`src/rtl/dma_mc_pkg.sv`:
```
// Shared definitions for the multi-channel DMA: register map, CTRL fields, modes and FSM states.
package dma_mc_pkg;

   localparam logic [3:0] REG_SADDR_L = 4'd0;
   localparam logic [3:0] REG_SADDR_M = 4'd1;
   localparam logic [3:0] REG_SADDR_H = 4'd2;
   localparam logic [3:0] REG_DADDR_L = 4'd3;
   localparam logic [3:0] REG_DADDR_M = 4'd4;
   localparam logic [3:0] REG_DADDR_H = 4'd5;
   localparam logic [3:0] REG_LEN     = 4'd6;
   localparam logic [3:0] REG_NUM     = 4'd7;
   localparam logic [3:0] REG_SSTRIDE = 4'd8;
   localparam logic [3:0] REG_DSTRIDE = 4'd9;
   localparam logic [3:0] REG_CTRL    = 4'd10;

   localparam int CTRL_SALGN = 2;
   localparam int CTRL_DALGN = 3;
   localparam int CTRL_IE    = 4;

   typedef enum logic [1:0] {
      MODE_D2R   = 2'd0,
      MODE_R2D   = 2'd1,
      MODE_R2R   = 2'd2,
      MODE_ABORT = 2'd3
   } mode_t;

   typedef enum logic [1:0] {
      ST_IDLE = 2'd0,
      ST_ARB  = 2'd1,
      ST_RD   = 2'd2,
      ST_WR   = 2'd3
   } state_t;

endpackage

```
`src/rtl/dma_mc_chan.sv`:
```
// One DMA channel: programming registers, 2D word counters, source/destination address generators.
// Advances one word per WR-done strobe from the top; abort of the owner is deferred to the end of its word.
module dma_mc_chan
   import dma_mc_pkg::*;
#(
   parameter int AW = 21,
   parameter int LW = 8,
   parameter int NW = 8
) (
   input  logic          clk,
   input  logic          reset,
   input  logic          reg_we,
   input  logic [3:0]    reg_idx,
   input  logic [7:0]    reg_wdata,
   input  logic          is_cur,
   input  logic          advance,
   output logic          act,
   output mode_t         mode,
   output logic [AW-1:0] src_addr,
   output logic [AW-1:0] dst_addr,
   output logic          burst_end,
   output logic          fin,
   output logic          int_done
);

   logic [AW-1:0] saddr, daddr, sbase, dbase, src_nb, dst_nb;
   logic [LW-1:0] len_m1, len_cnt;
   logic [NW-1:0] num_m1, num_cnt;
   logic [7:0]    sstride, dstride;
   logic          salgn, dalgn, ie, abort_pend;
   logic          ctrl_wr, launch, abort_req, abort_now, last_word;

   assign ctrl_wr   = reg_we && (reg_idx == REG_CTRL);
   assign abort_req = ctrl_wr && act && (reg_wdata[1:0] == MODE_ABORT);
   assign launch    = ctrl_wr && !act && (reg_wdata[1:0] != MODE_ABORT);
   assign abort_now = abort_pend || (abort_req && is_cur);
   assign last_word = (len_cnt == '0) && (num_cnt == '0);
   assign burst_end = (len_cnt == '0) || abort_now;
   assign fin       = advance && (last_word || abort_now);

   // Aligned mode jumps from the burst start; linear mode just keeps counting.
   assign src_nb = salgn ? sbase + AW'(sstride) : src_addr + AW'(1);
   assign dst_nb = dalgn ? dbase + AW'(dstride) : dst_addr + AW'(1);

   always_ff @(posedge clk) begin
      if (reset) begin
         act        <= 1'b0;
         int_done   <= 1'b0;
         abort_pend <= 1'b0;
      end else begin
         int_done <= 1'b0;
         if (fin) begin
            act        <= 1'b0;
            abort_pend <= 1'b0;
            int_done   <= ie && !abort_now;
         end else if (abort_req) begin
            if (is_cur) abort_pend <= 1'b1;
            else        act        <= 1'b0;
         end else if (launch) begin
            act <= 1'b1;
         end
      end
   end

   always_ff @(posedge clk) begin
      if (reg_we && !act) begin
         case (reg_idx)
            REG_SADDR_L: saddr[7:0]     <= reg_wdata;
            REG_SADDR_M: saddr[15:8]    <= reg_wdata;
            REG_SADDR_H: saddr[AW-1:16] <= reg_wdata[AW-17:0];
            REG_DADDR_L: daddr[7:0]     <= reg_wdata;
            REG_DADDR_M: daddr[15:8]    <= reg_wdata;
            REG_DADDR_H: daddr[AW-1:16] <= reg_wdata[AW-17:0];
            REG_LEN:     len_m1         <= LW'(reg_wdata);
            REG_NUM:     num_m1         <= NW'(reg_wdata);
            REG_SSTRIDE: sstride        <= reg_wdata;
            REG_DSTRIDE: dstride        <= reg_wdata;
            default: ;
         endcase
      end
      if (launch) begin
         mode     <= mode_t'(reg_wdata[1:0]);
         salgn    <= reg_wdata[CTRL_SALGN];
         dalgn    <= reg_wdata[CTRL_DALGN];
         ie       <= reg_wdata[CTRL_IE];
         src_addr <= saddr;
         sbase    <= saddr;
         dst_addr <= daddr;
         dbase    <= daddr;
         len_cnt  <= len_m1;
         num_cnt  <= num_m1;
      end else if (advance) begin
         if (len_cnt != '0) begin
            len_cnt  <= len_cnt - LW'(1);
            src_addr <= src_addr + AW'(1);
            dst_addr <= dst_addr + AW'(1);
         end else begin
            len_cnt  <= len_m1;
            num_cnt  <= num_cnt - NW'(1);
            src_addr <= src_nb;
            sbase    <= src_nb;
            dst_addr <= dst_nb;
            dbase    <= dst_nb;
         end
      end
   end

endmodule

```
`src/rtl/dma_mc.sv`:
```
// Multi-channel DMA: round-robin burst arbiter, RD/WR word FSM and shared 16-bit data register.
// Launch to first request takes 2 cycles; each word waits on dram_next/dev_stb; one ARB cycle between bursts.
module dma_mc
   import dma_mc_pkg::*;
#(
   parameter int NCH = 4,
   parameter int AW  = 21,
   parameter int LW  = 8,
   parameter int NW  = 8,
   localparam int CW = $clog2(NCH)
) (
   input  logic           clk,
   input  logic           reset,
   input  logic           reg_we,
   input  logic [CW-1:0]  reg_ch,
   input  logic [3:0]     reg_idx,
   input  logic [7:0]     reg_wdata,
   output logic [AW-1:0]  dram_addr,
   output logic           dram_req,
   output logic           dram_rnw,
   input  logic           dram_next,
   input  logic [15:0]    dram_rddata,
   output logic [15:0]    dram_wrdata,
   output logic           dev_req,
   output logic           dev_rnw,
   output logic [CW-1:0]  dev_ch,
   input  logic           dev_stb,
   input  logic [15:0]    dev_rddata,
   output logic [15:0]    dev_wrdata,
   output logic [NCH-1:0] ch_act,
   output logic [NCH-1:0] int_done
);

   state_t        state, state_nx;
   logic [CW-1:0] owner, grant, cand;
   logic          grant_vld;
   logic [15:0]   data_q;
   mode_t         mode_v [NCH];
   logic [AW-1:0] src_v [NCH];
   logic [AW-1:0] dst_v [NCH];
   logic [NCH-1:0] act_v, bend_v, fin_v, int_v;
   mode_t         cur_mode;
   logic          src_ram, dst_ram, done_rd, done_wr;

   for (genvar g = 0; g < NCH; g++) begin : g_ch
      dma_mc_chan #(.AW(AW), .LW(LW), .NW(NW)) u_chan (
         .clk       (clk),
         .reset     (reset),
         .reg_we    (reg_we && (reg_ch == CW'(g))),
         .reg_idx   (reg_idx),
         .reg_wdata (reg_wdata),
         .is_cur    (((state == ST_RD || state == ST_WR) && owner == CW'(g)) ||
                     (state == ST_ARB && grant_vld && grant == CW'(g))),
         .advance   (done_wr && owner == CW'(g)),
         .act       (act_v[g]),
         .mode      (mode_v[g]),
         .src_addr  (src_v[g]),
         .dst_addr  (dst_v[g]),
         .burst_end (bend_v[g]),
         .fin       (fin_v[g]),
         .int_done  (int_v[g])
      );
   end

   assign cur_mode = mode_v[owner];
   assign src_ram  = (cur_mode != MODE_D2R);
   assign dst_ram  = (cur_mode != MODE_R2D);
   // A strobe only counts when it matches the request currently being driven.
   assign done_rd  = (state == ST_RD) && (src_ram ? dram_next : dev_stb);
   assign done_wr  = (state == ST_WR) && (dst_ram ? dram_next : dev_stb);

   // Scan from owner+1 upward; the lowest offset found last wins, so the owner itself ranks lowest.
   always_comb begin
      grant     = owner;
      grant_vld = 1'b0;
      cand      = owner;
      for (int i = NCH; i >= 1; i--) begin
         cand = CW'((int'(owner) + i) % NCH);
         if (act_v[cand]) begin
            grant     = cand;
            grant_vld = 1'b1;
         end
      end
   end

   always_comb begin
      state_nx = state;
      case (state)
         ST_IDLE: if (|act_v) state_nx = ST_ARB;
         ST_ARB:  state_nx = grant_vld ? ST_RD : ST_IDLE;
         ST_RD:   if (done_rd) state_nx = ST_WR;
         ST_WR: begin
            if (done_wr) begin
               if (!bend_v[owner])         state_nx = ST_RD;
               else if (|(act_v & ~fin_v)) state_nx = ST_ARB;
               else                        state_nx = ST_IDLE;
            end
         end
         default: state_nx = ST_IDLE;
      endcase
   end

   always_ff @(posedge clk) begin
      if (reset) begin
         state  <= ST_IDLE;
         owner  <= '0;
         data_q <= '0;
      end else begin
         state <= state_nx;
         if (state == ST_ARB && grant_vld) owner <= grant;
         if (done_rd) data_q <= src_ram ? dram_rddata : dev_rddata;
      end
   end

   assign dram_req    = (state == ST_RD && src_ram) || (state == ST_WR && dst_ram);
   assign dram_rnw    = dram_req && (state == ST_RD);
   assign dram_addr   = !dram_req ? '0 : (state == ST_RD) ? src_v[owner] : dst_v[owner];
   assign dram_wrdata = data_q;
   assign dev_req     = (state == ST_RD && !src_ram) || (state == ST_WR && !dst_ram);
   assign dev_rnw     = dev_req && (state == ST_RD);
   assign dev_ch      = owner;
   assign dev_wrdata  = data_q;
   assign ch_act      = act_v;
   assign int_done    = int_v;

endmodule

```
`config.mk`:
```
export PLATFORM = sky130hd
export DESIGN_NAME = dma_mc
export DESIGN_NICKNAME = d
export VERILOG_FILES = /design/src/rtl/dma_mc_pkg.sv /design/src/rtl/dma_mc_chan.sv /design/src/rtl/dma_mc.sv
export SDC_FILE = /design/constraint.sdc
export NUM_CORES = 2
export LEC_CHECK = 0
export BUFFER_PORTS_ARGS = -buffer_cell sky130_fd_sc_hd__buf_4
export CELL_PAD_IN_SITES_DETAIL_PLACEMENT = 0
export CELL_PAD_IN_SITES_GLOBAL_PLACEMENT = 1
export CORE_AREA = 5 5 410 412
export DETAILED_ROUTE_END_ITERATION = 10
export DIE_AREA = 0 0 415 417
export HOLD_SLACK_MARGIN = 0.06
export PLACE_DENSITY_LB_ADDON = 0.1
export SYNTH_ARGS = -nofsm -noshare
export SYNTH_HDL_FRONTEND = slang
export SYNTH_HIERARCHICAL = 1
export SYNTH_SLANG_ARGS = --single-unit
```
`constraint.sdc`:
```
create_clock -name clk -period 15.78 [get_ports clk]
set_input_delay 1.578 -clock clk [delete_from_list [all_inputs] [get_ports clk]]
set_output_delay 1.578 -clock clk [all_outputs]
set_load 0.05 [all_outputs]
```
# After elaboration in Yosys (flattened, before gate mapping)
# Cells that the tools add are included.
[totals]
word_cells = 486
input_bits = 51
output_inout_bits = 67
regBits = 748
[classes]
reduce_logical = 183
addsub = 28
eq_ne = 36
order_cmp = 6
mux = 131
bitwise_logic = 7
[ops]
columns = ["cell", "count"]
rows = [
  ["2-to-1 mux 21 bit", 62],
  ["2-to-1 mux 8 bit", 24],
  ["adder 21 x 1 -> 21 bit (second input constant)", 8],
  ["adder 21 x 8 -> 21 bit", 8],
  ["AND reduction 2 bit", 52],
  ["binary-select mux 21 bit (select 2 bit)", 2],
  ["logical AND 1 bit", 65],
  ["logical NOT 8 bit", 8],
  ["subtractor 8 x 1 -> 8 bit (second input constant)", 8],
  ["nonzero test 8 bit", 4],
  ["2-to-1 mux 1 bit", 24],
  ["2-to-1 mux 2 bit", 11],
  ["logical OR 1 bit", 19],
  ["equality test 2 bit (second input constant)", 9],
  ["nonzero test 2 bit", 9],
  ["equality test 4 x 3 -> 1 bit (second input constant)", 4],
  ["2-to-1 mux 16 bit", 1],
  ["inequality test 2 bit (second input constant)", 8],
  ["OR reduction 2 bit", 8],
  ["< comparator 2 x 3 -> 1 bit (second input constant)", 5],
  ["equality test 4 bit (second input constant)", 3],
  ["binary-select mux 1 bit (select 2 bit)", 5],
  ["logical NOT 1 bit", 10],
  ["inequality test 2 x 1 -> 1 bit (second input constant)", 5],
  ["other kinds (16)", 29],
]

# Logic depth before layout (Yosys ltp)
[depth]
ltp_word = 21
ltp_mapped = 17
ltp_nobuf = 15

# Cells and area by module
# Netlist, hierarchy kept.
[by_module_without_submodules]
columns = ["module", "n_inst", "seq_area_each_um2", "cells_per_inst", "area_per_inst_um2"]
rows = [
  ["dma_mc_chan (g_ch[0].u_chan ...)", 2, 5435.2, 812, 9290.2],
  ["dma_mc_chan (g_ch[2].u_chan)", 1, 5435.2, 886, 9695.5],
  ["dma_mc_chan (g_ch[3].u_chan)", 1, 5435.2, 818, 9593.0],
  ["dma_mc", 1, 400.4, 321, 2927.8],
]

# Worst setup path before layout
# No wires, ideal clock.
[synth_path]
path_kind = "input to register"
from = "in reg_ch[1]"
to = "reg g_ch[0].u_chan.dbase[0], enable pin"
path_slack_ps = 9875
setup_ps = 464
arrival_time_ps = 5441
path_stages = 7
path_buffers = 0
t_required_ps = 15316
path_cell_list = "nor3b_1 -> nand3b_1 -> nor2_1 -> nand2_1 -> clkinv_1 -> or2_2 -> nor2b_1"
[synth_between]
elab_chain_len = 7
elab_cells_between_ends = 8
classes_between = "1 x eq/ne; 7 x reduce/logical"
[synth_rtl]
columns = ["element", "line", "source"]
rows = [
  ["from (decl)", "dma_mc.sv:15", "input logic [CW-1:0] reg_ch,"],
  ["logical NOT 2 bit *", "dma_mc.sv:49", ".reg_we (reg_we && (reg_ch == CW'(g))),"],
  ["logical AND 1 bit *", "dma_mc.sv:49", ""],
  ["logical AND 1 bit *", "dma_mc_chan.sv:33", "assign ctrl_wr = reg_we && (reg_idx == REG_CTRL);"],
  ["logical AND 1 bit * (2 in a row)", "dma_mc_chan.sv:35", "assign launch = ctrl_wr && !act && (reg_wdata[1:0] != MODE_ABORT);"],
  ["inequality test 2 x 1 -> 1 bit (no line) / nonzero test 2 bit (equally long branches)", "--", ""],
  ["AND reduction 2 bit (no line) *", "--", ""],
  ["to (signal assigned)", "dma_mc_chan.sv:89", "dbase <= daddr;"],
  ["to (signal assigned)", "dma_mc_chan.sv:103", "dbase <= dst_nb;"],
  ["to (decl)", "dma_mc_chan.sv:26", "logic [AW-1:0] saddr, daddr, sbase, dbase, src_nb, dst_nb;"],
]
# Every way passes the cells marked *; elsewhere a longest branch is shown, timed or not.
# A chain may end at the register's enable or synchronous reset.

# Worst setup path in the final report
[layout_path]
from = "in reg_ch[1]"
to = "reg g_ch[0].u_chan.sbase[20], enable pin"
[layout_between]
elab_chain_len = 7
elab_cells_between_ends = 8
classes_between = "1 x eq/ne; 7 x reduce/logical"
[layout_rtl]
columns = ["element", "line", "source"]
rows = [
  ["logical NOT 2 bit *", "dma_mc.sv:49", ""],
  ["logical AND 1 bit *", "dma_mc.sv:49", ""],
  ["logical AND 1 bit *", "dma_mc_chan.sv:33", ""],
  ["logical AND 1 bit * (2 in a row)", "dma_mc_chan.sv:35", ""],
  ["inequality test 2 x 1 -> 1 bit (no line) / nonzero test 2 bit (equally long branches)", "--", ""],
  ["AND reduction 2 bit (no line) *", "--", ""],
  ["to (signal assigned)", "dma_mc_chan.sv:87", "sbase <= saddr;"],
  ["to (signal assigned)", "dma_mc_chan.sv:101", "sbase <= src_nb;"],
  ["to (decl)", "dma_mc_chan.sv:26", ""],
]
# Marked as above.

==> impl_metrics.env <==
export IMPL_crit_type="primary input to flop"
export IMPL_dpl_cell_count=5848
export IMPL_post_route_min_period_ps=5510
export IMPL_p_sw_w=0.00101
export IMPL_clk_pin_slew_worst_paths_ps=60
export IMPL_cp_cell_sequence="buf_4, nor3b_1, nand3b_1, nor2_1, nand2_2, buf_4, inv_2, buf_4, or2_2, nor2b_4, buf_4"
export IMPL_dieHeight_um=417
export IMPL_syn_cell_area_um2=40800
export IMPL_p_comb_share_pct=2.1
export IMPL_finalSetupViolCount=0
export IMPL_slew_headroom_pct=11.5
export IMPL_grt_max_degree=77
export IMPL_cp_data_required_time_ps=16100
export IMPL_synth_top_area_share_pct=52.7
export IMPL_yosysTopAreaCell="edfxtp_1"
export IMPL_crit_path_top_delay_cell="buf_4"
export IMPL_grt_pass1_wl_um=234000
export IMPL_antenna_found_initial=15
export IMPL_synth_ff_type="edfxtp_1"
export IMPL_htree_num_levels=3
export IMPL_synth_seq_cells=748
export IMPL_dieArea_um2=173000
export IMPL_synthTopCellsByArea="edfxtp_1 53%, nand2_1 3.8%, xnor2_1 3.5%"
export IMPL_syn_nets=3792
export IMPL_grt_pass1_vias=30500
export IMPL_row_count=149
export IMPL_powerDensity_nw_per_um2=95.1
export IMPL_finalClockSkew_ps=22.6
export IMPL_critPathLaunch="reg_ch[1]"
export IMPL_dp_hpwl_um=116000
export IMPL_grtUsageTotal_pct=18.5
export IMPL_post_cts_buffers=0
export IMPL_ff2ff_setup_slack_ps=10930
export IMPL_hold_class="flop to flop"
export IMPL_ant_nets=0
export IMPL_numPortBuffers=117
export IMPL_die_width_um=415
export IMPL_drt_total_wl_um=165000
export IMPL_syn_to_final_growth_pct=16.0
export IMPL_clk_latency_ps=700
export IMPL_root_buffer="clkbuf_16"
export IMPL_cp_max_fo=76
export IMPL_period_share_pct=34.9
export IMPL_pin_count=118
export IMPL_crit_top_cell="buf_4"
export IMPL_final_layout_size_suffix_gt1_share_pct=13.0
export IMPL_cpPeakStageDelay_ps=680
export IMPL_cts_sinks=748
export IMPL_clockBufferDepth=3
export IMPL_drcViolationCount=0
export IMPL_fill_cells=17100
export IMPL_cts_hold_buf=0
export IMPL_peakVddDrop_mv=0.0717
export IMPL_fin_tns_setup_ps=0
export IMPL_clkPwrFrac_pct=49.6
export IMPL_synth_async_reset_ratio_pct=0
export IMPL_numCtsBuffers=99
export IMPL_ys_seq_area_share_pct=54.3
export IMPL_synth_edf_count=716
export IMPL_core_area_um2=164000
export IMPL_netlist_instances=3649
export IMPL_cts_resized=0
export IMPL_worst_pin_slew_ps=1320
export IMPL_timing_max_transition_violations_final=0
export IMPL_synth_area_per_cell_um2=11.2
export IMPL_stdcell_count=6037
export IMPL_regToRegStartpoint="dev_ch[0]$_SDFFE_PP0P_"
export IMPL_p_int_w=0.00348
export IMPL_nets=3903
export IMPL_viasPerCell=5.08
export IMPL_place_congestion=0.820
export IMPL_synthDistinctLibCells=106
export IMPL_fmax_mhz=182
export IMPL_initial_core_util_pct=24.9
export IMPL_rr_worst_depth=16
export IMPL_r2r_end="state[0]$_SDFFE_PP0P_"
export IMPL_arrival_ps=5830
export IMPL_p_leak_nw=15.3
export IMPL_cts_tree="built"
export IMPL_cap_violations=0
export IMPL_initialDrtViolationCount=2204
export IMPL_finalHoldViolCount=0
export IMPL_dr_total_vias=30700
export IMPL_p_sw_share_pct=22.5
export IMPL_endpoint="g_ch[0].u_chan/sbase[20]$_DFFE_PP_"
export IMPL_rsz0062_at_grt="false"
export IMPL_overflow=0
export IMPL_crit_path_start_kind="primary input"
export IMPL_drt_pass1_iterations=6
export IMPL_endpoint_kind="flop"
export IMPL_status="complete, no violations"
export IMPL_wl_per_cell_um=27.4
export IMPL_yosys_warnings=6
export IMPL_p_seq_share_pct=48.3
==> cell usage after synthesis, types with 21 or more instances <==
cell and n:
edfxtp_1 716, nand2_1 410, nor2_1 288, a21oi_1 227, o21ai_0 223, xnor2_1 164, xor2_1 146, nand3_1 143
nor3_1 108, o221ai_1 96, inv_1 94, clkbuf_1 84, ha_1 84, nand4_1 57, and3_1 51, mux4_2 46
o211ai_1 43, nand2b_1 37, a21o_1 33, dfxtp_1 32, a31oi_1 30, mux2i_1 29, buf_2 28, nor4_1 26
o22ai_1 23, buf_4 22, and2_1 21
==> sequential cells by signal, indices dropped and copies added (netlist names), 16 cells and up <==
signal                count
g_ch.u_chan/sbase        84
g_ch.u_chan/daddr        84
g_ch.u_chan/len_cnt      32
g_ch.u_chan/num_cnt      32
g_ch.u_chan/num_m1       32
g_ch.u_chan/dbase        84
g_ch.u_chan/dst_addr     84
g_ch.u_chan/len_m1       32
dev_wrdata               16
g_ch.u_chan/saddr        84
g_ch.u_chan/dstride      32
g_ch.u_chan/src_addr     84
g_ch.u_chan/sstride      32
==> routing by layer <==
| metal | track usage (%) | share of wire (%) | up-vias | routed length, um |
|---|---|---|---|---|
| li1 | - | - | 14100 | - |
| met1 | 25.3 | 46 | 15600 | 75200 |
| met2 | 30.9 | 47 | 791 | 78300 |
| met3 | 2.30 | 4.1 | 176 | 6850 |
| met4 | 4.98 | 2.9 | 2 | 4740 |
| met5 | 0 | 0.0079 | - | 13 |
==> through the flow <==
step / hold slack, ps / power (W) / worst slack (ps) / area [um^2] / util, %
final: 489 / 0.00450 / 10270 / 47300 / 28.8
after global placement: 480 / 0.00231 / 9400 / 44100 / 26.9
after floorplan: 490 / 0.00224 / 9880 / 40800 / -
after global routing: 520 / 0.00466 / 10030 / 47300 / 28.8
after detailed placement: 487 / 0.00231 / 9380 / 44200 / 26.9
after CTS: 495 / 0.00458 / 10140 / 47300 / 28.8
==> worst max-delay path: cells and delay by family <==
family / cells / cell delay (ps)
buf+inv: 5 / 1770
simple gates: 6 / 2360
==> worst min path at each step <==
stage                                                 startpoint                                endpoint  slack, ps  cells after the start
final                                 dev_wrdata[0]$_SDFFE_PP0P_              dev_wrdata[0]$_SDFFE_PP0P_        490                      2
after detailed placement              dev_wrdata[0]$_SDFFE_PP0P_              dev_wrdata[0]$_SDFFE_PP0P_        490                      2
after global placement                dev_wrdata[0]$_SDFFE_PP0P_              dev_wrdata[0]$_SDFFE_PP0P_        480                      2
after CTS                             dev_wrdata[0]$_SDFFE_PP0P_              dev_wrdata[0]$_SDFFE_PP0P_        500                      2
after global routing                  dev_wrdata[7]$_SDFFE_PP0P_              dev_wrdata[7]$_SDFFE_PP0P_        520                      2
after floorplan           g_ch[0].u_chan/abort_pend$_SDFFE_PP0P_  g_ch[0].u_chan/abort_pend$_SDFFE_PP0P_        490                      2
==> placed cells by master (no fill, tap or decap), types with 46 or more instances in the layout <==
master	n
buf_4	161
o21ai_0	222
nand4_1	57
xor2_1	146
nor2_1	288
edfxtp_1	716
clkbuf_16	101
a21oi_1	227
o221ai_1	96
nand3_1	143
nand2_1	408
nor3_1	99
ha_1	84
inv_1	94
xnor2_1	164
mux4_2	46
and3_1	51
==> power by group through the flow <==
stage               registers, W  clock network (W)  logic (W)
finish                   0.00217            0.00223  0.0000932
global route             0.00217            0.00239   0.000100
CTS                      0.00217            0.00231  0.0000971
detailed placement       0.00221                  0  0.0000966
global placement         0.00221                  0  0.0000967
floorplan                0.00221                  0  0.0000287
==> cell families after synthesis <==
kind of cell	share of synthesized area, %
xor+xnor	6.66
simple gates	15.3
flops	54.3
fa+ha+maj	2.97
compound gates	14.3
buf+inv	2.74
mux	3.78
==> area by class of cell <==
class / instances / area (um^2) / share of cell area (%)
repair buffers: 162 / 1220 / 2.58
multi-input cells: 2651 / 17700 / 37.4
well taps: 2189 / 2740 / 5.79
diodes: 2 / 5.00 / 0.0106
clock buffers: 120 / 2630 / 5.56
clock inverters: 67 / 522 / 1.10
flip-flops and latches: 748 / 22100 / 46.8
inverters: 98 / 369 / 0.780
Power figures use the tool's default switching activity.
